### config.mk
export PLATFORM = sky130hd
export DESIGN_NAME = axis_xor_checksum_engine
export DESIGN_NICKNAME = d
export VERILOG_FILES = /design/src/rtl/axis_xor_checksum_engine.sv
export SDC_FILE = /design/constraint.sdc
export NUM_CORES = 1
export LEC_CHECK = 0
export ABC_AREA = 0
export ABC_CLOCK_PERIOD_IN_PS = 5690
export CAP_MARGIN = 10
export CORE_ASPECT_RATIO = 1.5
export CORE_MARGIN = 3
export CORE_UTILIZATION = 50
export DETAILED_ROUTE_END_ITERATION = 16
export MAX_ROUTING_LAYER = met4
export PLACE_DENSITY = 0.74
export SETUP_SLACK_MARGIN = 0.4
export SLEW_MARGIN = 20
export SYNTH_ARGS = -nofsm -noshare
export SYNTH_HDL_FRONTEND = slang
export SYNTH_SLANG_ARGS = --single-unit
### constraint.sdc
create_clock -name clk -period 5.69 [get_ports clk]
set_input_delay 0.569 -clock clk [delete_from_list [all_inputs] [get_ports clk]]
set_output_delay 0.569 -clock clk [all_outputs]
set_load 0.1 [all_outputs]
### src/rtl/axis_xor_checksum_engine.sv
// AXI-Stream stage: XORs every beat with a 64-bit key and can append one trailer beat
// per packet holding the mod-2^64 sum of the raw input beats. Registers sit on a set/get strobe bus.
module axis_xor_checksum_engine #(
    parameter int C_AXIS_DATA_WIDTH  = 64,
    parameter int C_S_AXI_ADDR_WIDTH = 32,
    parameter int C_S_AXI_DATA_WIDTH = 32
) (
    input  logic                          clk,
    input  logic                          rst,
    input  logic [C_AXIS_DATA_WIDTH-1:0]  s_axis_tdata,
    input  logic                          s_axis_tlast,
    input  logic                          s_axis_tvalid,
    output logic                          s_axis_tready,
    output logic [C_AXIS_DATA_WIDTH-1:0]  m_axis_tdata,
    output logic                          m_axis_tlast,
    output logic                          m_axis_tvalid,
    input  logic                          m_axis_tready,
    input  logic [C_S_AXI_ADDR_WIDTH-1:0] set_addr,
    input  logic [C_S_AXI_DATA_WIDTH-1:0] set_data,
    input  logic                          set_stb,
    input  logic [C_S_AXI_ADDR_WIDTH-1:0] get_addr,
    output logic [C_S_AXI_DATA_WIDTH-1:0] get_data,
    input  logic                          get_stb,
    output logic                          busy
);
    localparam int DW = C_AXIS_DATA_WIDTH;

    localparam logic [1:0] ST_IDLE    = 2'd0;
    localparam logic [1:0] ST_PASS    = 2'd1;
    localparam logic [1:0] ST_TRAILER = 2'd2;

    localparam logic [2:0] A_CTRL   = 3'd0;
    localparam logic [2:0] A_KEY_LO = 3'd1;
    localparam logic [2:0] A_KEY_HI = 3'd2;
    localparam logic [2:0] A_PKT    = 3'd3;
    localparam logic [2:0] A_BEAT   = 3'd4;
    localparam logic [2:0] A_STATUS = 3'd5;

    logic [1:0]    r_state;
    logic          r_enable;
    logic          r_append;
    logic [DW-1:0] r_key;
    logic          r_append_sh;
    logic [DW-1:0] r_key_sh;
    logic [DW-1:0] r_sum;
    logic [31:0]   r_pkt_count;
    logic [31:0]   r_beat_count;
    logic          r_cfg_mid;
    logic [DW-1:0] r_m_tdata;
    logic          r_m_tlast;
    logic          r_m_tvalid;

    logic          w_load;
    logic          w_accept;
    logic          w_busy;
    logic          w_pkt_done;
    logic [DW-1:0] w_key_eff;
    logic          w_append_eff;
    logic [2:0]    w_set_sel;
    logic [2:0]    w_get_sel;
    logic          w_cfg_write;
    logic          w_unused;

    assign w_load        = !r_m_tvalid || m_axis_tready;
    assign s_axis_tready = r_enable && w_load && (r_state != ST_TRAILER);
    assign w_accept      = s_axis_tvalid && s_axis_tready;
    assign w_busy        = (r_state != ST_IDLE);
    assign w_pkt_done    = r_m_tvalid && m_axis_tready && r_m_tlast;

    // The first beat of a packet uses the live config; the shadow copy takes over after it.
    assign w_key_eff    = (r_state == ST_IDLE) ? r_key    : r_key_sh;
    assign w_append_eff = (r_state == ST_IDLE) ? r_append : r_append_sh;

    assign w_set_sel   = set_addr[4:2];
    assign w_get_sel   = get_addr[4:2];
    assign w_cfg_write = set_stb && (w_set_sel == A_CTRL || w_set_sel == A_KEY_LO ||
                                     w_set_sel == A_KEY_HI);
    assign w_unused    = ^{set_addr[C_S_AXI_ADDR_WIDTH-1:5], set_addr[1:0],
                           get_addr[C_S_AXI_ADDR_WIDTH-1:5], get_addr[1:0]};

    assign m_axis_tdata  = r_m_tdata;
    assign m_axis_tlast  = r_m_tlast;
    assign m_axis_tvalid = r_m_tvalid;
    assign busy          = w_busy;

    always_ff @(posedge clk) begin
        if (rst) begin
            r_state     <= ST_IDLE;
            r_key_sh    <= '0;
            r_append_sh <= 1'b0;
            r_sum       <= '0;
            r_m_tdata   <= '0;
            r_m_tlast   <= 1'b0;
            r_m_tvalid  <= 1'b0;
        end else if (w_accept) begin
            r_m_tdata  <= s_axis_tdata ^ w_key_eff;
            r_m_tlast  <= s_axis_tlast && !w_append_eff;
            r_m_tvalid <= 1'b1;
            if (r_state == ST_IDLE) begin
                r_key_sh    <= r_key;
                r_append_sh <= r_append;
                r_sum       <= s_axis_tdata;
            end else begin
                r_sum <= r_sum + s_axis_tdata;
            end
            if (s_axis_tlast) begin
                r_state <= w_append_eff ? ST_TRAILER : ST_IDLE;
            end else begin
                r_state <= ST_PASS;
            end
        end else if (r_state == ST_TRAILER && w_load) begin
            r_m_tdata  <= r_sum;
            r_m_tlast  <= 1'b1;
            r_m_tvalid <= 1'b1;
            r_state    <= ST_IDLE;
        end else if (w_load) begin
            r_m_tvalid <= 1'b0;
        end
    end

    always_ff @(posedge clk) begin
        if (rst) begin
            r_enable     <= 1'b0;
            r_append     <= 1'b0;
            r_key        <= '0;
            r_pkt_count  <= '0;
            r_beat_count <= '0;
            r_cfg_mid    <= 1'b0;
        end else begin
            if (set_stb && w_set_sel == A_CTRL) begin
                r_enable <= set_data[0];
                r_append <= set_data[1];
            end
            if (set_stb && w_set_sel == A_KEY_LO) r_key[31:0]  <= set_data[31:0];
            if (set_stb && w_set_sel == A_KEY_HI) r_key[63:32] <= set_data[31:0];

            // A clearing write takes priority over a same-cycle increment.
            if (set_stb && w_set_sel == A_PKT) begin
                r_pkt_count <= '0;
            end else if (w_pkt_done) begin
                r_pkt_count <= r_pkt_count + 32'd1;
            end
            if (set_stb && w_set_sel == A_BEAT) begin
                r_beat_count <= '0;
            end else if (w_accept) begin
                r_beat_count <= r_beat_count + 32'd1;
            end

            if (w_cfg_write && w_busy) begin
                r_cfg_mid <= 1'b1;
            end else if (get_stb && w_get_sel == A_STATUS) begin
                r_cfg_mid <= 1'b0;
            end
        end
    end

    always_comb begin
        get_data = '0;
        case (w_get_sel)
            A_CTRL:   get_data[1:0] = {r_append, r_enable};
            A_KEY_LO: get_data      = r_key[31:0];
            A_KEY_HI: get_data      = r_key[63:32];
            A_PKT:    get_data      = r_pkt_count;
            A_BEAT:   get_data      = r_beat_count;
            A_STATUS: get_data[1:0] = {r_cfg_mid, w_busy};
            default:  get_data      = '0;
        endcase
    end
endmodule

[Word-level counts from Yosys, hierarchy flattened]
Index checks and enable logic that the tools add are counted.
Storage, ports and cells
  bits of input ports: 167
  register bits after elaboration: 328
Operators by class
  multiplexer cells: 18
  bitwise logic cells: 1
  eq/ne operators: 11
  add/sub/neg operators: 3
  reduce and logical (&&, ||, !) cells: 29
Operators by type and width (number)
  two-way mux 64 bit: 4
  case mux 30 bit (4 select lines): 1
  adder 32 x 1 -> 32 bit, second input constant: 2
  adder 64 bit: 1
  XOR 64 bit: 1
  logical AND 1 bit: 15
  == test 3 x 2 -> 1 bit, second input constant: 4
  case mux 2 bit (6 select lines): 1
  == test 3 bit, second input constant: 3
  two-way mux 1 bit: 8
  two-way mux 2 bit: 4
  == test 3 x 1 -> 1 bit, second input constant: 2
  logical NOT 3 bit: 2
  nonzero test 2 bit: 3
  OR reduction 2 bit: 2
  logical OR 1 bit: 3
  nonzero test 3 bit: 1
  == test 2 bit, second input constant: 1
  logical NOT 1 bit: 2
  logical NOT 2 bit: 1
  != test 2 bit, second input constant: 1

[Longest topological paths before layout]
  word-level depth: 6
  mapped depth: 12
  mapped depth without buffers: 12

[Worst setup path before layout]
OpenSTA, ideal clock, no wires.
  path type: input to register
  start: input s_axis_tdata[0]
  end: register r_sum[62]
  path slack: 2.254 ns
  path buffers: 0
  setup time: 0.122 ns
  arrival: 3.314 ns
  cell stages on the path: 12
  cells stage by stage: ha_1 fa_1 a21oi_2 o22ai_4 o211ai_4 o21ai_2 a41oi_2 o21a_4 o41ai_2 a311o_2 a21bo_1 a221o_1
On the way
  longest elaborated chain between the ends: 2
Ends and longest elaborated chain
  start: declaration: line 10  | input logic [C_AXIS_DATA_WIDTH-1:0] s_axis_tdata,
  adder 64 bit: line 104  | r_sum <= r_sum + s_axis_tdata;
  two-way mux 64 bit: line 99  | if (r_state == ST_IDLE) begin
  end signal: assignment: line 102  | r_sum <= s_axis_tdata;
  end signal: assignment: line 104
  end: declaration: line 45  | logic [DW-1:0] r_sum;
Every way passes these cells.
A chain may end at the register's enable or synchronous reset.

[Worst setup path after layout]
  start: input get_addr[2]
  end: output get_data[18]
On the way
  longest elaborated chain between the ends: 2
Ends and longest elaborated chain
  start: declaration: line 21  | input logic [C_S_AXI_ADDR_WIDTH-1:0] get_addr,
  == test 3 bit (tied with other cells): line 159  | case (w_get_sel)
  case mux 30 bit (4 select lines) (*): line 159
  end: declaration: line 22  | output logic [C_S_AXI_DATA_WIDTH-1:0] get_data,
Mark *: on every way between the ends. The rest lies on a longest branch, timed or not.

==> results.sh <==
export IMPL_status="complete, no violations"
export IMPL_postCtsSetupRepairBufs=0
export IMPL_synth_edf_count=0
export IMPL_ioPinCount=267
export IMPL_vias=17700
export IMPL_cts_buffer_depth=3
export IMPL_endpoint_kind="primary output"
export IMPL_reg2reg_depth=12
export IMPL_synthArstFlopShare_pct=0
export IMPL_fp_dieH_um=242
export IMPL_finish_net_count=2660
export IMPL_core_sq_mm=0.0368
export IMPL_antenna_found_initial=1
export IMPL_final_common_cell="nand2_1"
export IMPL_tightest_slew_ps=1100
export IMPL_met1_usage_pct=35.7
export IMPL_hold_buffers=0
export IMPL_period_share_pct=74.5
export IMPL_gr_usage_met3_pct=3.69
export IMPL_ctsResizeCount=0
export IMPL_grt_overflow=0
export IMPL_cts_tree="yes"
export IMPL_drt_iter0_drc=1213
export IMPL_numClockSinks=328
export IMPL_synth_area_sq_mm=0.0186
export IMPL_cp_common_cell="clkdlybuf4s50_1"
export IMPL_area_growth_syn_to_layout_pct=18.8
export IMPL_first_pass_iters=6
export IMPL_cellPowerDensity_mw_per_mm2=244
export IMPL_hpwl_um=44300
export IMPL_placed_area_sq_mm=0.0209
export IMPL_grt_max_degree=152
export IMPL_viasPerCell=6.04
export IMPL_crit_family="buffers and inverters"
export IMPL_max_slew_margin_pct=26.6
export IMPL_yosys_cell_types_count=84
export IMPL_final_cells=2937
export IMPL_final_cell_mix="422 x nand2_1, 328 x dfxtp_1, 238 x a21oi_1, 227 x nor2_1, 207 x clkdlybuf4s50_1"
export IMPL_min_period_ps=4240
export IMPL_ys_warn_count=0
export IMPL_syn_num_nets=2550
export IMPL_fin_setup_tns_ps=0
export IMPL_grt_pass1_vias=17200
export IMPL_grt_pass1_wl_um=94300
export IMPL_clk_latency_ps=540
export IMPL_ir_drop_uv=205
export IMPL_gp_congestion=1.01
export IMPL_cts_root_buf="clkbuf_16"
export IMPL_syn_inst=2317
export IMPL_busiest_layer="met2"
export IMPL_grt_usage_pct=30.5
export IMPL_numCtsBuffers=36
export IMPL_finalMaxSlewViolations=0
export IMPL_crit_slowest_cell="clkdlybuf4s50_1"
export IMPL_cp_num_cells=5
export IMPL_slowest_delay_ps=1130
export IMPL_cp_max_fo=19
export IMPL_postRouteWirelength_um=61200
export IMPL_row_count=86
export IMPL_leakage_nw=8.12
export IMPL_min_path_cells=2
export IMPL_max_freq_mhz=236
export IMPL_use_met2_pct=52.6
export IMPL_startpoint_type="input port"
export IMPL_ys_ff_latch=328
export IMPL_synth_ff_type="dfxtp_1"
export IMPL_path_cells="clkdlybuf4s50_1, and3b_1, buf_4, a221o_1, clkdlybuf4s50_1"
export IMPL_hold_viol=0
export IMPL_rsz0062_at_grt="false"
export IMPL_wl_per_cell_um=20.8
export IMPL_worstHoldPathType="register to register"
export IMPL_port_buffers=208
export IMPL_start_util_pct=50.6
export IMPL_cp_required_ps=5120
export IMPL_die_area_sq_mm=0.0397
export IMPL_maxCapViolations=0
export IMPL_htreeDepth=2
export IMPL_drc_errors=0
export IMPL_crit_type="input port to primary output"
export IMPL_clk_pin_slew_worst_paths_ps=60
export IMPL_synth_seq_area_share_pct=35.2
export IMPL_drive_above_1_share_pct=5.02
export IMPL_post_route_cell_area_sq_mm=0.0221
export IMPL_die_width_um=164
export IMPL_arrival_ps=3670
export IMPL_fin_skew_ps=16.4
export IMPL_dp_cells=2873
export IMPL_finalSetupViolCount=0
export IMPL_syn_area_per_cell_sq_um=8.04
export IMPL_path_buf_inv=3
export IMPL_ant_nets=0
## logic make-up after synthesis
kind of cell	after synthesis	synth area share, %
AOI/OAI and AO/OA	594	21.4
xor gates and xnor gates	173	8.13
adders and majority gates	66	4.47
buffers and inverters	178	4.02
DFF	328	35.2
muxes	138	7.48
and+or+nand+nor	840	19.3
## power breakdown
part	internal, mW	total, mW	switching [mW]
clock network	1.53	2.52	0.992
logic	0.201	0.546	0.345
registers	2.32	2.35	0.0265
total	4.05	5.41	1.36
## tightest hold or removal path, stage by stage, from the launching register on
cell and delay (ps):
dfxtp_1 310, nand2_1 50, a21oi_1 50
## state kept, by name, indices dropped and copies added (netlist names)
register / flops
r_beat_count: 32
r_sum: 64
r_append_sh: 1
r_cfg_mid: 1
m_axis_tlast: 1
r_key_sh: 64
m_axis_tvalid: 1
r_state: 2
m_axis_tdata: 64
r_key: 64
r_pkt_count: 32
r_append: 1
r_enable: 1
## metal layers
metal / up-vias / part of all wire (%)
li1: 8421 / -
met1: 8543 / 40
met2: 640 / 50
met3: 142 / 5.9
met4: 0 / 4.7
met5: - / 0
## synth_stat cells, drive strengths merged, types with 30 or more instances
master / number / area share, %
nand2: 424 / 8.5
dfxtp: 328 / 35
a21oi: 242 / 6.6
nor2: 232 / 4.7
mux2i: 137 / 7.4
clkbuf: 125 / 2.6
xnor2: 113 / 5.3
a211oi: 86 / 3.5
o21ai: 68 / 1.8
ha: 65 / 4.4
xor2: 60 / 2.8
nand3: 39 / 1.0
a221o: 33 / 1.8
a22o: 30 / 1.4
## per-stage QoR
step                      total power [mW]  utilization, %  hold WS [ps]  worst slack (ps)
after floorplan                       2.73               -           436              2250
after global placement                2.93            56.7           441              1430
after detailed placement              2.93            56.7           446              1370
after CTS                             5.43            60.2           455              1460
after global routing                  5.55            60.2           469              1310
final                                 5.41            60.2           455              1450
## worst paths after layout
path                start            to  slack (ps)
max reg2reg      r_sum[0]     r_sum[62]        2080
max           get_addr[2]  get_data[18]        1450
min          r_key_sh[44]  r_key_sh[44]         460
min reg2reg  r_key_sh[44]  r_key_sh[44]         460
## final cells by class
| class | instances | area (sq um) |
|---|---|---|
| inverter | 22 | 82.6 |
| multi-input combinational | 1811 | 11400 |
| sequential | 328 | 6570 |
| timing repair buffer | 228 | 2250 |
| tap | 484 | 606 |
| fill | 3308 | 14700 |
| clock inverter | 13 | 215 |
| clock buffer | 49 | 1050 |
| antenna | 2 | 5.00 |
(Power assumes the default switching activity.)
